File: src/rtl/mips_trace_pkg.sv
// Shared types and widths for the store-trace recorder.
package mips_trace_pkg;

    localparam int unsigned TRACE_CW     = 32;
    localparam int unsigned TRACE_DROP_W = 8;

    typedef struct packed {
        logic [TRACE_CW-1:0] cycle;
        logic [31:0]         addr;
        logic [31:0]         data;
    } trace_entry_t;

endpackage

File: src/rtl/trace_fifo.sv
// Synchronous trace FIFO with a registered head output; new entries become
// visible one cycle after the push edge.
module trace_fifo
    import mips_trace_pkg::*;
#(
    parameter int unsigned DEPTH = 16
) (
    input  logic         clk,
    input  logic         reset,
    input  logic         push,
    input  trace_entry_t din,
    output logic         full,
    input  logic         pop,
    output trace_entry_t dout,
    output logic         empty,
    output logic         dout_valid
);

    localparam int unsigned AW = $clog2(DEPTH);

    trace_entry_t     mem [DEPTH];
    logic [AW:0]      wptr;
    logic [AW:0]      rptr;
    logic [AW:0]      rptr_nxt;

    assign rptr_nxt = rptr + (AW+1)'(pop);
    assign empty    = (wptr == rptr);
    assign full     = (wptr[AW] != rptr[AW]) && (wptr[AW-1:0] == rptr[AW-1:0]);

    always_ff @(posedge clk) begin
        if (push) begin
            mem[wptr[AW-1:0]] <= din;
        end
    end

    // Head register only loads entries written before this edge, so a slot
    // being written right now is never read back in the same cycle.
    always_ff @(posedge clk or negedge reset) begin
        if (!reset) begin
            wptr       <= '0;
            rptr       <= '0;
            dout       <= '0;
            dout_valid <= 1'b0;
        end else begin
            if (push) begin
                wptr <= wptr + (AW+1)'(1);
            end
            rptr       <= rptr_nxt;
            dout_valid <= (rptr_nxt != wptr);
            if (rptr_nxt != wptr) begin
                dout <= mem[rptr_nxt[AW-1:0]];
            end
        end
    end

endmodule

File: src/rtl/mem_trace_recorder.sv
// Snoops core stores into a trace FIFO streamed over valid/ready, and keeps
// cycle/retire counters that freeze once the PC hits the finish address.
module mem_trace_recorder
    import mips_trace_pkg::*;
#(
    parameter int unsigned DEPTH = 16,
    parameter int unsigned CW    = TRACE_CW
) (
    input  logic                    clk,
    input  logic                    reset,
    input  logic [31:0]             pc,
    input  logic [31:0]             finish_pc,
    input  logic                    memwrite,
    input  logic [31:0]             addr,
    input  logic [31:0]             wdata,
    input  logic                    retire,
    output logic                    out_valid,
    input  logic                    out_ready,
    output logic [CW-1:0]           out_cycle,
    output logic [31:0]             out_addr,
    output logic [31:0]             out_data,
    output logic [CW-1:0]           cycle_count,
    output logic [CW-1:0]           retire_count,
    output logic                    done,
    output logic                    drained,
    output logic                    overflow,
    output logic [TRACE_DROP_W-1:0] drop_count
);

    trace_entry_t din;
    trace_entry_t head;
    logic         finish_c;
    logic         active_c;
    logic         push_req_c;
    logic         push_c;
    logic         pop_c;
    logic         full;
    logic         empty;
    logic         head_valid;

    // The finishing cycle itself is gated off, like the stopped cpu clock.
    assign finish_c   = (pc == finish_pc) && !done;
    assign active_c   = !done && !finish_c;
    assign push_req_c = active_c && memwrite;
    assign pop_c      = head_valid && out_ready;
    assign push_c     = push_req_c && (!full || pop_c);

    assign din = '{cycle: TRACE_CW'(cycle_count + CW'(1)), addr: addr, data: wdata};

    trace_fifo #(
        .DEPTH (DEPTH)
    ) u_fifo (
        .clk        (clk),
        .reset      (reset),
        .push       (push_c),
        .din        (din),
        .full       (full),
        .pop        (pop_c),
        .dout       (head),
        .empty      (empty),
        .dout_valid (head_valid)
    );

    assign out_valid = head_valid;
    assign out_cycle = CW'(head.cycle);
    assign out_addr  = head.addr;
    assign out_data  = head.data;

    always_ff @(posedge clk or negedge reset) begin
        if (!reset) begin
            cycle_count  <= '0;
            retire_count <= '0;
            done         <= 1'b0;
            drained      <= 1'b0;
            overflow     <= 1'b0;
            drop_count   <= '0;
        end else begin
            if (finish_c) begin
                done <= 1'b1;
            end
            if (active_c) begin
                if (cycle_count != '1) begin
                    cycle_count <= cycle_count + CW'(1);
                end
                if (retire && (retire_count != '1)) begin
                    retire_count <= retire_count + CW'(1);
                end
            end
            if (push_req_c && !push_c) begin
                overflow <= 1'b1;
                if (drop_count != '1) begin
                    drop_count <= drop_count + TRACE_DROP_W'(1);
                end
            end
            drained <= done && empty;
        end
    end

endmodule

File: config.mk
export PLATFORM = sky130hd
export DESIGN_NAME = mem_trace_recorder
export DESIGN_NICKNAME = d
export VERILOG_FILES = /design/src/rtl/mips_trace_pkg.sv /design/src/rtl/trace_fifo.sv /design/src/rtl/mem_trace_recorder.sv
export SDC_FILE = /design/constraint.sdc
export NUM_CORES = 2
export LEC_CHECK = 0
export BUFFER_PORTS_ARGS = -buffer_cell sky130_fd_sc_hd__buf_2
export CELL_PAD_IN_SITES_DETAIL_PLACEMENT = 1
export CELL_PAD_IN_SITES_GLOBAL_PLACEMENT = 2
export CORE_MARGIN = 10
export CORE_UTILIZATION = 48
export CTS_CLUSTER_DIAMETER = 150
export DETAILED_ROUTE_END_ITERATION = 16
export PLACE_DENSITY = 0.81
export SLEW_MARGIN = 10
export SYNTH_ARGS = -nofsm -noshare
export SYNTH_HDL_FRONTEND = slang
export SYNTH_SLANG_ARGS = --single-unit
export TNS_END_PERCENT = 20
File: constraint.sdc
create_clock -name clk -period 14.8 [get_ports clk]
set_clock_uncertainty 0.05 [all_clocks]
set_input_delay 2.96 -clock clk [delete_from_list [all_inputs] [get_ports clk]]
set_output_delay 2.96 -clock clk [all_outputs]
set_load 0.03 [all_outputs]
==> flow_summary.ini <==
[run_status]
status = complete, no violations

[finish]
fillers = 12200
final_design_area_no_fill_um2 = 76500
multi_input_area_um2 = 15600
ff_latch_area_um2 = 50700
syn_to_final_growth_pct = 14.4
nets = 3893
drive_gt1_share_pct = 29.6

[placement]
place.gp.congestion = 0.746
io_buffer_count = 304
place_area_um2 = 70700
hpwl_um = 89000
pre_cts_ws_ns = 7.13

[worst_setup_path]
cp_common_cell = buf_4
critPathSlowestCell = ha_4
crit_type = primary input to flip-flop
cp_cell_sequence = buf_2 -> and2_1 -> ha_4 -> buf_4 -> buf_4 -> mux4_2 -> nand2_1 -> and3_1 -> a31oi_1 -> mux2_2
worst_setup_path_end_kind = flip-flop
max_stage_delay_ns = 0.94
arrival_ns = 7.35
critPathLaunchType = primary input
critical_path_required_ns = 15.42
crit_path_max_fanout = 48

[clock_tree]
clk_pin_slew_ns = 0.06
cts_root_buf = clkbuf_16
cts_sinks = 1718
clkLatencyLatePin_ns = 0.82
post_cts_resized = 0
post_cts_buffers = 0
clock_path_buffers = 3
htree_levels = 4
cts_made_buffers = 176
cts_tree = done
hold_buffers = 0

[floorplanning]
num_rows = 136
die_h_um = 393
core-area_um2 = 138000
fp.dieW_um = 393
io-pin-count = 305
start_util_pct = 48.5
dieArea_um2 = 155000

[timing]
report.final.slew_viol_count = 0
layout_setup_ws_ns = 8.08
timing.fmax_mhz = 149
hold_slack_ns = 0.440
setup_violations = 0
hold_viol_final = 0
relSlewSlack_pct = 19.0
tightest_slew_ns = 1.21
rsz0062_at_grt = false
period_share_pct = 45.4
fin_crit_ns = 6.72
setup_tns_ns = 0

[pwr]
p_total_uw = 16400
power.density_nw_per_um2 = 215
vdd_drop_max_v = 0.000262
p_leak_uw = 0.0259

[synthesis]
post_synth_num_cell_types = 49
async_reset_ff_share_pct = 10.6
synth_area_um2 = 66900
yosysTopAreaCellShare_pct = 68.9
synth_flop_cell = edfxtp_1
synth-edff-count = 1536
ys_seq_area_share_pct = 75.8
synthTopCellsByArea = edfxtp_1 69%, mux4_2 13%, dfrtp_1 6.8%, nand2_1 2.4%, mux2_2 1.6%
ys_ff_latch = 1718
avgSynthCellArea_um2 = 19.8
synth_warnings = 0
syn_inst = 3384
synth_most_common_cell = edfxtp_1
yosys.area.top_type = edfxtp_1
netlist_top_cells_count = 1536 x edfxtp_1, 419 x nand2_1, 384 x mux4_2
synth_nets = 3526

[grt]
grt_overflow_total = 0
grt_pass1_wl_um = 254000
antenna_found_initial = 24
grt_util_all_layers_pct = 22.0
grt_max_degree = 154
grt_pass1_vias = 37300

[route]
drtAntennaViolNets = 0
wl_per_cell_um = 29.7
drtIter0Drc = 3133
wl_um = 172000
drc_errors = 0
vias = 34300
via_per_inst = 5.94
dr.pass1.iters = 5

[run]
cap_violations = 0

[worst_hold_path]
min_path_type = flip-flop to flip-flop
-- per-stage QoR --
step | util [%] | instances
floorplan | - | 3384
global placement | 51.2 | 5435
detailed placement | 51.2 | 5436
CTS | 55.4 | 5764
global route | 55.5 | 5771
finish | 55.5 | 5774
-- cells by family (layout without fill, tap and decap cells) --
| family | Yosys count | in the layout | synth area share, % |
|---|---|---|---|
| other cells | 0 | 10 | 0 |
| buf+inv | 195 | 712 | 1.37 |
| flops | 1718 | 1718 | 75.8 |
| compound gates | 106 | 106 | 1.01 |
| xor+xnor | 143 | 143 | 1.89 |
| simple gates | 727 | 727 | 5.16 |
| fa+ha+maj | 9 | 9 | 0.168 |
| mux | 486 | 486 | 14.6 |
-- area by class of cell --
type | instances | share of cell area, %
Timing Repair Buffer | 373 | 2.79
Clock inverter | 85 | 1.07
Inverter | 11 | 0.0670
Sequential cell | 1718 | 66.2
Antenna cell | 10 | 0.0327
Tap cell | 1863 | 3.05
Multi-Input combinational cell | 1471 | 20.4
Clock buffer | 243 | 6.42
-- where the power goes --
group / internal, uW / leakage [uW] / switching (uW)
sequential: 5900 / 0.0161 / 264
clock: 2540 / 0.00280 / 1840
combinational: 2510 / 0.00701 / 3370
total: 11000 / 0.0259 / 5480
-- worst paths after layout --
| path | slack [ns] | to | startpoint | depth (start not counted) |
|---|---|---|---|---|
| max in group asynchronous | 10.25 | u_fifo.dout[91] | reset | 3 |
| hold / removal | 0.44 | u_fifo.wptr[4] | u_fifo.wptr[4] | 1 |
| min in group asynchronous | 2.09 | u_fifo.dout[61] | reset | 1 |
| setup / recovery | 8.08 | u_fifo.dout[15] | out_ready | 10 |
| setup reg to reg | 9.92 | u_fifo.dout[15] | u_fifo.dout_valid | 9 |
| hold reg to reg | 0.44 | u_fifo.wptr[4] | u_fifo.wptr[4] | 1 |
-- routing by layer --
| metal | share of wire (%) | vias to the layer above | GRT usage (%) |
|---|---|---|---|
| li1 | - | 14300 | - |
| met1 | 42 | 18500 | 30.1 |
| met2 | 49 | 1224 | 35.8 |
| met3 | 6.8 | 238 | 4.62 |
| met4 | 2.2 | 8 | 6.25 |
| met5 | 0.024 | - | 0 |
-- sequential cells by signal, summed over array words and instances, names as in the netlist --
signal	flops
u_fifo.mem	1536
u_fifo.dout	96
cycle_count	32
retire_count	32
drop_count	8
u_fifo.rptr	5
u_fifo.wptr	5
done	1
drained	1
overflow	1
u_fifo.dout_valid	1
-- layout by cell type (no fill, tap or decap), drive strengths merged, types with 2 or more instances in the layout --
| cell | count |
|---|---|
| ha | 9 |
| a211oi | 2 |
| clkinvlp | 3 |
| nor3 | 12 |
| nand2 | 420 |
| xor2 | 25 |
| and2 | 13 |
| xnor2 | 118 |
| dfrtp | 182 |
| nand2b | 3 |
| inv | 18 |
| nand4 | 41 |
| buf | 373 |
| a31oi | 96 |
| and3 | 119 |
| nor4 | 10 |
| edfxtp | 1536 |
| and4 | 14 |
| diode | 10 |
| a21oi | 2 |
| bufinv | 12 |
| clkbuf | 243 |
| nand3b | 4 |
| clkinv | 63 |
| mux4 | 384 |
| mux2 | 102 |
| nor2 | 30 |
| nand3 | 57 |
-- worst max-delay path, delay by kind of cell --
kind,cells,cell delay [ns]
AO/OA/AOI/OAI,1,0.06
adder cells (fa/ha/maj),1,0.94
buffers and inverters,3,1.81
multiplexers,2,0.93
AND/OR/NAND/NOR,3,0.49
Note: power is estimated with default switching activity, not from simulation.
